[config.mk]
export PLATFORM = sky130hd
export DESIGN_NAME = dot_product_accum_flat
export DESIGN_NICKNAME = d
export VERILOG_FILES = /design/src/rtl/dot_product_accum_pkg.sv /design/src/rtl/dot_product_accum_if.sv /design/src/rtl/parallel_unsigned_mult.sv /design/src/rtl/dot_product_accum.sv /design/src/flat_wrapper.sv
export SDC_FILE = /design/constraint.sdc
export NUM_CORES = 1
export LEC_CHECK = 0
export ABC_AREA = 1
export CORE_MARGIN = 2
export CORE_UTILIZATION = 35
export DETAILED_ROUTE_END_ITERATION = 10
export RECOVER_POWER = 100
export SYNTH_ARGS = -nofsm -noshare
export SYNTH_HDL_FRONTEND = slang
export SYNTH_SLANG_ARGS = --single-unit
[constraint.sdc]
create_clock -name clk -period 5.5 [get_ports clk]
set_input_delay 0.55 -clock clk [delete_from_list [all_inputs] [get_ports clk]]
set_output_delay 0.55 -clock clk [all_outputs]
set_load 0.005 [all_outputs]
[src/rtl/dot_product_accum_pkg.sv]
`default_nettype none
// ============================================================================
// Module      : dot_product_accum_pkg
// Description : Shared widths, defaults and FSM encoding for the
//               dot-product multiply-accumulate stage.
// Revision    : 1.0 - initial release
// ============================================================================
package dot_product_accum_pkg;

    localparam int c_OP_W        = 8;   // operand width
    localparam int c_PROD_W      = 16;  // full product width
    localparam int c_VEC_LEN_DEF = 4;   // default products per dot product
    localparam int c_ACC_W_DEF   = 20;  // default accumulator width

    // Control FSM: collect elements, let the pipeline empty, present result
    typedef enum logic [1:0] {
        ST_ACCUM = 2'd0,
        ST_DRAIN = 2'd1,
        ST_HOLD  = 2'd2
    } state_t;

endpackage : dot_product_accum_pkg
`default_nettype wire

[src/rtl/dot_product_accum_if.sv]
`default_nettype none
// ============================================================================
// Module      : dot_product_accum_if
// Description : Operand input stream and result output stream of the
//               dot-product stage, bundled with producer/consumer modports.
// Revision    : 1.0 - initial release
// ============================================================================
interface dot_product_accum_if
    import dot_product_accum_pkg::*;
#(
    parameter int ACC_W = c_ACC_W_DEF
) ();

    logic              in_valid;
    logic              in_ready;
    logic [c_OP_W-1:0] in_a;
    logic [c_OP_W-1:0] in_b;
    logic              out_valid;
    logic              out_ready;
    logic [ACC_W-1:0]  out_sum;
    logic              out_ovf;

    // Environment side: supplies operands, consumes results
    modport master (
        output in_valid, in_a, in_b, out_ready,
        input  in_ready, out_valid, out_sum, out_ovf
    );

    // Block side
    modport slave (
        input  in_valid, in_a, in_b, out_ready,
        output in_ready, out_valid, out_sum, out_ovf
    );

endinterface : dot_product_accum_if
`default_nettype wire

[src/rtl/parallel_unsigned_mult.sv]
`default_nettype none
// ============================================================================
// Module      : parallel_unsigned_mult
// Description : Combinational 8x8 unsigned Wallace-tree multiplier. Partial
//               products are reduced with layers of 3:2 carry-save adders,
//               then resolved by a single carry-propagate add.
// Revision    : 1.0 - initial release
// ============================================================================
module parallel_unsigned_mult
    import dot_product_accum_pkg::*;
(
    input  wire logic [c_OP_W-1:0]   i_a,
    input  wire logic [c_OP_W-1:0]   i_b,
    output logic      [c_PROD_W-1:0] o_prod
);

    function automatic logic [c_PROD_W-1:0] csa_sum(
        input logic [c_PROD_W-1:0] x, y, z
    );
        return x ^ y ^ z;
    endfunction

    // Carry bits move one column left; the true product fits in 16 bits,
    // so bits shifted out of the top are always zero.
    function automatic logic [c_PROD_W-1:0] csa_carry(
        input logic [c_PROD_W-1:0] x, y, z
    );
        return ((x & y) | (x & z) | (y & z)) << 1;
    endfunction

    logic [c_PROD_W-1:0] w_pp [c_OP_W];

    generate
        for (genvar i = 0; i < c_OP_W; i++) begin : g_pp
            assign w_pp[i] = c_PROD_W'(i_a & {c_OP_W{i_b[i]}}) << i;
        end
    endgenerate

    // Layer 1: 8 rows -> 6
    logic [c_PROD_W-1:0] w_s0, w_c0, w_s1, w_c1;
    assign w_s0 = csa_sum  (w_pp[0], w_pp[1], w_pp[2]);
    assign w_c0 = csa_carry(w_pp[0], w_pp[1], w_pp[2]);
    assign w_s1 = csa_sum  (w_pp[3], w_pp[4], w_pp[5]);
    assign w_c1 = csa_carry(w_pp[3], w_pp[4], w_pp[5]);

    // Layer 2: 6 rows -> 4
    logic [c_PROD_W-1:0] w_s2, w_c2, w_s3, w_c3;
    assign w_s2 = csa_sum  (w_s0, w_c0, w_s1);
    assign w_c2 = csa_carry(w_s0, w_c0, w_s1);
    assign w_s3 = csa_sum  (w_c1, w_pp[6], w_pp[7]);
    assign w_c3 = csa_carry(w_c1, w_pp[6], w_pp[7]);

    // Layer 3: 4 rows -> 3
    logic [c_PROD_W-1:0] w_s4, w_c4;
    assign w_s4 = csa_sum  (w_s2, w_c2, w_s3);
    assign w_c4 = csa_carry(w_s2, w_c2, w_s3);

    // Layer 4: 3 rows -> 2
    logic [c_PROD_W-1:0] w_s5, w_c5;
    assign w_s5 = csa_sum  (w_s4, w_c4, w_c3);
    assign w_c5 = csa_carry(w_s4, w_c4, w_c3);

    // Final carry-propagate add
    assign o_prod = w_s5 + w_c5;

endmodule : parallel_unsigned_mult
`default_nettype wire

[src/rtl/dot_product_accum.sv]
`default_nettype none
// ============================================================================
// Module      : dot_product_accum
// Description : Two-stage multiply-accumulate. Accepts VEC_LEN operand pairs,
//               accumulates their products and presents the dot product with
//               a sticky carry-out flag on a valid/ready result stream.
// Revision    : 1.0 - initial release
// ============================================================================
module dot_product_accum
    import dot_product_accum_pkg::*;
#(
    parameter int VEC_LEN = c_VEC_LEN_DEF,
    parameter int ACC_W   = c_ACC_W_DEF,
    parameter int CNT_W   = 8
) (
    input  wire logic          clk,
    input  wire logic          rst,
    dot_product_accum_if.slave bus
);

    localparam logic [CNT_W-1:0] c_LAST = CNT_W'(VEC_LEN - 1);

    state_t              r_state, w_state_nxt;
    logic [CNT_W-1:0]    r_cnt;
    logic                r_v1, r_v2;
    logic [c_OP_W-1:0]   r_a, r_b;
    logic [c_PROD_W-1:0] r_prod, w_prod;
    logic [ACC_W-1:0]    r_acc;
    logic                r_ovf;
    logic [ACC_W:0]      w_sum;
    logic                w_in_ready;
    logic                w_accept;
    logic                w_out_hs;

    assign w_accept = bus.in_valid && w_in_ready;
    assign w_out_hs = (r_state == ST_HOLD) && bus.out_ready;
    assign w_sum    = {1'b0, r_acc} + (ACC_W + 1)'(r_prod);

    parallel_unsigned_mult u_mult (
        .i_a    (r_a),
        .i_b    (r_b),
        .o_prod (w_prod)
    );

    // Stage 1: capture accepted operands; a bubble clears v1 only
    always_ff @(posedge clk or posedge rst) begin
        if (rst) begin
            r_v1 <= 1'b0;
            r_a  <= '0;
            r_b  <= '0;
        end else begin
            r_v1 <= w_accept;
            if (w_accept) begin
                r_a <= bus.in_a;
                r_b <= bus.in_b;
            end
        end
    end

    // Stage 2: register the product of valid stage-1 operands
    always_ff @(posedge clk or posedge rst) begin
        if (rst) begin
            r_v2   <= 1'b0;
            r_prod <= '0;
        end else begin
            r_v2 <= r_v1;
            if (r_v1) begin
                r_prod <= w_prod;
            end
        end
    end

    // Accumulator with sticky carry-out; cleared when the result is taken
    always_ff @(posedge clk or posedge rst) begin
        if (rst) begin
            r_acc <= '0;
            r_ovf <= 1'b0;
        end else if (w_out_hs) begin
            r_acc <= '0;
            r_ovf <= 1'b0;
        end else if (r_v2) begin
            r_acc <= w_sum[ACC_W-1:0];
            r_ovf <= r_ovf | w_sum[ACC_W];
        end
    end

    // Element counter, wraps after the last element of a vector
    always_ff @(posedge clk or posedge rst) begin
        if (rst) begin
            r_cnt <= '0;
        end else if (w_accept) begin
            r_cnt <= (r_cnt == c_LAST) ? '0 : r_cnt + 1'b1;
        end
    end

    // FSM state register
    always_ff @(posedge clk or posedge rst) begin
        if (rst) begin
            r_state <= ST_ACCUM;
        end else begin
            r_state <= w_state_nxt;
        end
    end

    // FSM next state and stream outputs. DRAIN ends on the edge where the
    // last product (v2 set, nothing left in stage 1) enters the accumulator.
    always_comb begin
        w_state_nxt = r_state;
        w_in_ready  = 1'b0;
        unique case (r_state)
            ST_ACCUM: begin
                w_in_ready = 1'b1;
                if (w_accept && (r_cnt == c_LAST)) begin
                    w_state_nxt = ST_DRAIN;
                end
            end
            ST_DRAIN: begin
                if (r_v2 && !r_v1) begin
                    w_state_nxt = ST_HOLD;
                end
            end
            ST_HOLD: begin
                if (bus.out_ready) begin
                    w_state_nxt = ST_ACCUM;
                end
            end
            default: begin
                w_state_nxt = ST_ACCUM;
            end
        endcase
    end

    assign bus.in_ready  = w_in_ready;
    assign bus.out_valid = (r_state == ST_HOLD);
    assign bus.out_sum   = r_acc;
    assign bus.out_ovf   = r_ovf;

endmodule : dot_product_accum
`default_nettype wire

[src/flat_wrapper.sv]
// flat-port wrapper written by rule: the top's interface ports become plain ports
module dot_product_accum_flat import dot_product_accum_pkg::*;
#(
    parameter int VEC_LEN = c_VEC_LEN_DEF,
    parameter int ACC_W   = c_ACC_W_DEF,
    parameter int CNT_W   = 8
)
  (clk, rst, bus_in_valid, bus_in_a, bus_in_b, bus_out_ready, bus_in_ready, bus_out_valid, bus_out_sum, bus_out_ovf);
  dot_product_accum_if #(.ACC_W(ACC_W)) bus_i ();
  input  wire logic clk;
  input  wire logic rst;
  input wire logic [$bits(bus_i.in_valid)-1:0] bus_in_valid;
  input wire logic [$bits(bus_i.in_a)-1:0] bus_in_a;
  input wire logic [$bits(bus_i.in_b)-1:0] bus_in_b;
  input wire logic [$bits(bus_i.out_ready)-1:0] bus_out_ready;
  output wire logic [$bits(bus_i.in_ready)-1:0] bus_in_ready;
  output wire logic [$bits(bus_i.out_valid)-1:0] bus_out_valid;
  output wire logic [$bits(bus_i.out_sum)-1:0] bus_out_sum;
  output wire logic [$bits(bus_i.out_ovf)-1:0] bus_out_ovf;
  assign bus_i.in_valid = bus_in_valid;
  assign bus_i.in_a = bus_in_a;
  assign bus_i.in_b = bus_in_b;
  assign bus_i.out_ready = bus_out_ready;
  assign bus_in_ready = bus_i.in_ready;
  assign bus_out_valid = bus_i.out_valid;
  assign bus_out_sum = bus_i.out_sum;
  assign bus_out_ovf = bus_i.out_ovf;
  dot_product_accum #(.VEC_LEN(VEC_LEN), .ACC_W(ACC_W), .CNT_W(CNT_W)) u_core (.clk(clk), .rst(rst), .bus(bus_i));
endmodule
==> flow_metrics.tcl, run 1 <==
set metrics [dict create \
    boundaryPins 43 \
    floorplan.die.height_um 131 \
    final.setup_skew_ns 0.00565 \
    hold_violations 0 \
    crit_chain "nand2_1 > fa_1 > fa_1 > inv_1 > fa_1 > ha_1 > ha_1 > inv_1 > fa_1 > inv_1 > nand3_1 > nand2_1 > nand2_1 > nand2_1 > nand2_1 > nand2_1 > nand2_1 > a31oi_1" \
    fp.dieW_um 131 \
    start_util_pct 35.6 \
    synth_xor_xnor_area_share_pct 1.09 \
    routabilityCongestion 0.867 \
    cp_data_required_time_ns 5.75 \
    row_count 46 \
    count_of_unique_library_cells_instantiated_by_yosys 32 \
    yosys-mux-area-fraction_pct 0 \
    final_min_period_over_clock_period_pct 73.9 \
    synth-adder-area-share_pct 23.6 \
    synth_top_family_by_area "simple AND/OR/NAND/NOR gates" \
    post-place-cells 1025 \
    fraction_of_final_layout_cells_sized_beyond_drive_strength_1_pct 2.30 \
    slew_viol_final 91 \
    layout-area-overhead-vs-synth_pct 15.7 \
    synth.most_common_cell "sky130_fd_sc_hd__nand2_1" \
    critical_path.top_delay_family "adder cells" \
    numClockSinks 65 \
    post_cts_buffers 0 \
    postSynthCellCount 790 \
    grt_first_pass_wirelength_um 22100 \
    cts-root-buf "sky130_fd_sc_hd__clkbuf_16" \
    totalWireLength_um 12600 \
    timing.max_slew.rel_slack_pct -132 \
    mappedNetlistArea_sq_um 5630 \
    worst_hold_slack_ns 0.473 \
    postCtsHoldBufs 0 \
    hpwlAfterDp_um 9940 \
    post-synth-top-area-cell "sky130_fd_sc_hd__dfrtp_1" \
    port-buffer-count 42 \
    number_of_nets_at_the_end_of_the_flow 922 \
    syn-num-nets 892 \
    cts_tree "built" \
    synth-simple-area-share_pct 29.8 \
    grt_remaining_overflow 0 \
    crit_path_capture_type "flop" \
    ys_seq_elements 65 \
    firstDrtPassIters 4 \
    rsz0062_at_grt "no" \
    timing.hold.worst.class "reg -> reg" \
    worstPathArrival_ns 4.32 \
    worst-path-buf-inv 3 \
    fin_cells 1041 \
    gr-usage-all-layers_pct 16.2 \
    synth_seq_area_share_pct 28.9 \
    fill_cells 1641 \
    synth_compound_gate_area_share_pct 5.98 \
    cpPeakStageDelay_ns 0.54 \
    ctsHtreeMaxLevel 3 \
    synth_top_area_share_pct 28.9 \
    syn_avg_cell_area_sq_um 7.12 \
    drtAntennaViolNets 0 \
    violations "capacitance limit, slew limit" \
    maximum_number_of_pins_on_one_net_before_global_route_repair 66 \
    power.static_leakage_uw 0.00368 \
    initialDrtViolationCount 192 \
    fp.dieArea_sq_um 17100 \
    timing.critical_path.from "u_core.r_b[0]" \
    vias 4750 \
    reg2reg_setup_slack_ns 1.44 \
    core-area_sq_um 15800 \
    finalCriticalPeriod_ns 4.06 \
    criticalPathCategory "reg -> reg" \
    vias_per_cell 4.56 \
    endpoints_failing_setup 0 \
    origin_of_the_critical_flop_to_flop_path "u_core.r_b[0]" \
    antenna_cells 0 \
    worst-path-max-fanout 9 \
    worst_setup_hold_path_clk_slew_ns 0.05 \
    antenna_violations_before_repair 0 \
    yosys_most_used_dff "sky130_fd_sc_hd__dfrtp_1" \
    hold_start "u_core.r_prod[4]" \
    async_flop_share_pct 100 \
    worstMarginPinSlew_ns 3.47 \
    cp_slowest_cell "sky130_fd_sc_hd__dfrtp_1" \
    synthTopCellsByCount "sky130_fd_sc_hd__nand2_1, sky130_fd_sc_hd__inv_1, sky130_fd_sc_hd__dfrtp_1" \
    max_cap_violations 2 \
    pwr_cell_area_nw_per_um2 462 \
    yosysWarningCount 0 \
    cts_buffers 9 \
    wire_per_inst_um 12.1 \
    status "finished with violations" \
    grt_pass1_vias 4774 \
    number_of_drc_violations_after_detailed_routing 0 \
    synth_edf_count 0 \
    cts_buffer_depth 2 \
    final.setup.tns_ns 0 \
    ys_top_cells_by_area "sky130_fd_sc_hd__dfrtp_1, sky130_fd_sc_hd__nand2_1, sky130_fd_sc_hd__fa_1, sky130_fd_sc_hd__ha_1, sky130_fd_sc_hd__inv_1" \
    postCtsResizedCells 0 \
    most_used_cell_along_the_critical_path "sky130_fd_sc_hd__nand2_1" \
    worst_setup_path_start_kind "flop" \
    fmax_mhz 246 \
    ir_drop_v 0.000183 \
    insertion_delay_ns 0.34 \
]
==> sequential cells by signal (all words and copies together), names as in the netlist <==
name                flops
u_core.bus.out_sum     20
u_core.bus.out_ovf      1
u_core.r_v1             1
u_core.r_state          2
u_core.r_b              8
u_core.r_prod          16
u_core.r_v2             1
u_core.r_a              8
u_core.r_cnt            8
==> worst paths after layout <==
kind,cells past startpoint,endpoint
worst max-delay path,18,u_core.r_prod[11]
worst min-delay path,2,u_core.r_prod[4]
worst max register to register,18,u_core.r_prod[11]
worst min register to register,2,u_core.r_prod[4]
max in group asynchronous,3,u_core.bus.out_sum[11]
min in group asynchronous,3,u_core.r_cnt[4]
==> logic make-up after synthesis <==
family / count (synthesis)
and+or+nand+nor: 415
buffers and inverters: 159
adders and majority gates: 82
DFF: 65
AOI/OAI and AO/OA: 62
xor gates and xnor gates: 7
==> through the flow <==
stage	cell area, sq um	utilization, %	total power, uW	setup slack, ns
6_report	6510	41.1	3010	1.44
4_1_cts	6550	41.4	3080	1.43
3_5_place_dp	6230	39.4	2460	1.45
2_1_floorplan	5630	-	1960	1.67
5_1_grt	6510	41.1	3360	0.672
3_3_place_gp	6230	39.4	2430	1.45
==> final cells by class <==
type                    count  area [sq um]  area share [%]
repair buffers             43           424            6.51
well taps                 216           270            4.15
clock inverters             6          82.6            1.27
inverters                 135           507            7.78
clock buffers              10           229            3.52
flip-flops and latches     65          1630            25.0
multi-input cells         566          3370            51.8
==> power breakdown <==
group          switching (uW)  internal (uW)  leakage [uW]
combinational             968            647       0.00274
sequential                157            635      0.000791
clock                     210            394      0.000152
total                    1340           1680       0.00368
==> worst min-delay path, stage by stage, from the launching register on <==
cell	delay, ns
sky130_fd_sc_hd__dfrtp_1	0.34
sky130_fd_sc_hd__nand2_1	0.06
sky130_fd_sc_hd__nand2_1	0.04
==> cells in the final DEF (no fill, tap or decap), types with 2 or more instances in the layout <==
master / synthesis / routed
sky130_fd_sc_hd__o21bai_1: 2 / 2
sky130_fd_sc_hd__a22o_1: 2 / 2
sky130_fd_sc_hd__nor2_1: 52 / 53
sky130_fd_sc_hd__inv_1: 131 / 132
sky130_fd_sc_hd__clkdlybuf4s50_1: 0 / 18
sky130_fd_sc_hd__nand3_1: 36 / 36
sky130_fd_sc_hd__dfrtp_1: 65 / 65
sky130_fd_sc_hd__dlygate4sd3_1: 0 / 24
sky130_fd_sc_hd__a31oi_1: 2 / 2
sky130_fd_sc_hd__xnor2_1: 2 / 2
sky130_fd_sc_hd__nand4_1: 3 / 3
sky130_fd_sc_hd__o21ai_0: 21 / 24
sky130_fd_sc_hd__nand3b_1: 3 / 3
sky130_fd_sc_hd__nor3_1: 3 / 5
sky130_fd_sc_hd__nand2_1: 305 / 307
sky130_fd_sc_hd__clkbuf_1: 22 / 2
sky130_fd_sc_hd__fa_1: 40 / 40
sky130_fd_sc_hd__bufinv_16: 0 / 2
sky130_fd_sc_hd__clkinv_2: 0 / 3
sky130_fd_sc_hd__a21oi_1: 29 / 29
sky130_fd_sc_hd__clkinv_1: 1 / 2
sky130_fd_sc_hd__or2_2: 2 / 2
sky130_fd_sc_hd__and2_1: 4 / 4
sky130_fd_sc_hd__clkbuf_16: 0 / 9
sky130_fd_sc_hd__ha_1: 42 / 42
sky130_fd_sc_hd__xor2_1: 5 / 5
==> routing by layer <==
layer | vias to the layer above | global-route usage, % | routed length, um
met5 | - | 0 | 0
met4 | 0 | 5.13 | 215
met3 | 15 | 2.93 | 445
met2 | 84 | 28.2 | 5920
met1 | 2188 | 20.6 | 6000
li1 | 2463 | - | -
Note: power is estimated with default switching activity, not from simulation.
==> run 2, diff against run 1 <==
==> constraint.sdc (replaced) <==
create_clock -name clk -period 3.7 [get_ports clk]
set_input_delay 0.37 -clock clk [delete_from_list [all_inputs] [get_ports clk]]
set_output_delay 0.37 -clock clk [all_outputs]
set_load 0.005 [all_outputs]
==> flow_metrics.tcl, run 2 (synthesized netlist as in run 1, its figures left out) <==
set metrics [dict create \
    status "finished with violations" \
    violations "setup timing" \
    placed_cell_area_sq_um 6490 \
    cts_tree "built" \
    power.share.clock_pct 16.9 \
    fin_cells 1080 \
    cpPeakStageDelay_ns 0.56 \
    worst-path-max-fanout 7 \
    vias_per_cell 4.51 \
    worst_setup_path_start_kind "flop" \
    grt_remaining_overflow 0 \
    power_switching_uw 2190 \
    worst_setup_hold_path_clk_slew_ns 0.05 \
    layout-area-overhead-vs-synth_pct 24.8 \
    antenna_cells 0 \
    start_util_pct 35.6 \
    reg2reg_setup_slack_ns -0.04 \
    cell_internal_pwr_uw 2730 \
    vias 4869 \
    number_of_nets_at_the_end_of_the_flow 962 \
    fill_cells 1634 \
    layout.cells.most_common "sky130_fd_sc_hd__nand2_1" \
    floorplan.die.height_um 131 \
    slew_viol_final 0 \
    worst_slack_ns -0.0364 \
    hold_violations 0 \
    power_frac_seq_pct 23.7 \
    fp.dieW_um 131 \
    ir_drop_v 0.000261 \
    route.layer.met1.wl_um 6260 \
    fmax_mhz 268 \
    insertion_delay_ns 0.34 \
    hpwlAfterDp_um 10300 \
    crit_path_capture_type "flop" \
    wire_per_inst_um 12.2 \
    worst_hold_slack_ns 0.479 \
    final.setup.tns_ns -0.0603 \
    origin_of_the_critical_flop_to_flop_path "u_core.r_a[5]" \
    final_area_sq_um 7020 \
    r2r_end "u_core.r_prod[9]" \
    power.static_leakage_uw 0.00385 \
    number_of_drc_violations_after_detailed_routing 0 \
    timing.critical_path.from "u_core.r_a[5]" \
    boundaryPins 43 \
    endpoints_failing_setup 3 \
    timing.hold.worst.class "reg -> reg" \
    cts_buffers 9 \
    crit_chain "nand2_1 > inv_2 > fa_2 > inv_1 > fa_1 > fa_1 > inv_1 > fa_1 > ha_4 > a21oi_4 > nand2_2 > buf_4 > buf_4 > nor2_1 > o21ai_0" \
    postCtsHoldBufs 0 \
    row_count 46 \
    max_ffs_per_register 20 \
    switching_share_of_power_pct 44.5 \
    timing.max_slew.rel_slack_pct 33.0 \
    final_min_period_over_clock_period_pct 101 \
    post-place-cells 1056 \
    worstMarginPinSlew_ns 1.00 \
    pwr_cell_area_nw_per_um2 700 \
    top_signal_layer_used "met4" \
    cts_buffer_depth 2 \
    gr-usage-all-layers_pct 16.6 \
    fraction_of_final_layout_cells_sized_beyond_drive_strength_1_pct 13.9 \
    criticalPathCategory "reg -> reg" \
    final.setup_skew_ns 0.00414 \
    port-buffer-count 42 \
    grt_first_pass_wirelength_um 22500 \
    finalCriticalPeriod_ns 3.74 \
    maximum_number_of_pins_on_one_net_before_global_route_repair 41 \
    route.met2.wl_um 6200 \
    ctsHtreeMaxLevel 3 \
    cp_slowest_cell "sky130_fd_sc_hd__fa_1" \
    fp.dieArea_sq_um 17100 \
    final_cell_mix "sky130_fd_sc_hd__nand2_1, sky130_fd_sc_hd__inv_1, sky130_fd_sc_hd__dfrtp_1" \
    timing.reg2reg.worst_path_depth 15 \
    grt_pass1_vias 4864 \
    initialDrtViolationCount 188 \
    max_cap_violations 0 \
    core-area_sq_um 15800 \
    drtAntennaViolNets 0 \
    rsz0062_at_grt "yes" \
    most_used_cell_along_the_critical_path "sky130_fd_sc_hd__fa_1" \
    cp_data_required_time_ns 3.92 \
    routabilityCongestion 0.890 \
    worstPathArrival_ns 3.96 \
    cts-root-buf "sky130_fd_sc_hd__clkbuf_16" \
    wl_met3_um 438 \
    numClockSinks 65 \
    cp-endpoint "u_core.r_prod[9]" \
    antenna_violations_before_repair 0 \
    firstDrtPassIters 4 \
    combinationalPowerShare_pct 59.3 \
    totalWireLength_um 13200 \
]
## run 2: changes by cell type in the layout (fill, tap and decap cells not counted), sizes merged
cell,delta
clkbuf,+3
bufinv,-1
buf,+39
inv,+1
clkinv,-3
## run 2: area by class of cell
class	instances	area [sq um]	share of cell area [%]
clock buffers	12	236	3.37
clock inverters	3	42.5	0.606
inverters	135	507	7.22
multi-input cells	566	3600	51.3
flip-flops and latches	65	1640	23.3
well taps	216	270	3.85
repair buffers	83	726	10.3
## run 2: how the worst min path moves through the flow
stage	from	to	slack [ns]	depth (start not counted)
final	u_core.r_prod[4]	u_core.r_prod[4]	0.48	2
after global routing	u_core.r_prod[4]	u_core.r_prod[4]	0.50	2
after CTS	rst	u_core.r_cnt[3]	0.40	2
after detailed placement	u_core.r_prod[3]	u_core.r_prod[3]	0.47	2
after global placement	u_core.r_prod[3]	u_core.r_prod[3]	0.46	2
after floorplan	u_core.r_v1	u_core.r_v2	0.35	0
## run 2: routing by layer
layer  GRT usage, %  up-vias
met5              0        -
li1               -     2547
met2           27.8       81
met1           21.4     2220
met3           3.58       21
met4           5.63        0
## run 2: critical path, delay by kind of cell, from the launching register on
family | cells | cell delay [ns]
AO/OA/AOI/OAI | 2 | 0.24
adder cells (fa/ha/maj) | 5 | 2.28
buffers and inverters | 5 | 0.37
flip-flops | 1 | 0.46
AND/OR/NAND/NOR | 3 | 0.27
## run 2: power groups by stage
stage	sequential [uW]	combinational (uW)	clock, uW
final	1170	2920	831
after global routing	1200	3320	881
after CTS	1170	2800	851
after detailed placement	1180	2680	0
after global placement	1180	2640	0
after floorplan	1100	1880	0
## run 2: timing repair
action	CTS	global route
pin swaps	13	31
hold endpoints to repair	0	0
resized for setup	24	45
setup buffers	3	6
cloned	0	0
setup endpoints to repair	8	8
## run 2: metrics by stage
| step | power [uW] | worst slack, ns | utilization (%) |
|---|---|---|---|
| global placement | 3820 | -0.0814 | 41.0 |
| CTS | 4820 | -0.0134 | 43.5 |
| finish | 4920 | -0.0364 | 44.4 |
| floorplan | 2980 | 0.00245 | - |
| global route | 5400 | -0.199 | 44.4 |
| detailed placement | 3860 | -0.161 | 41.0 |
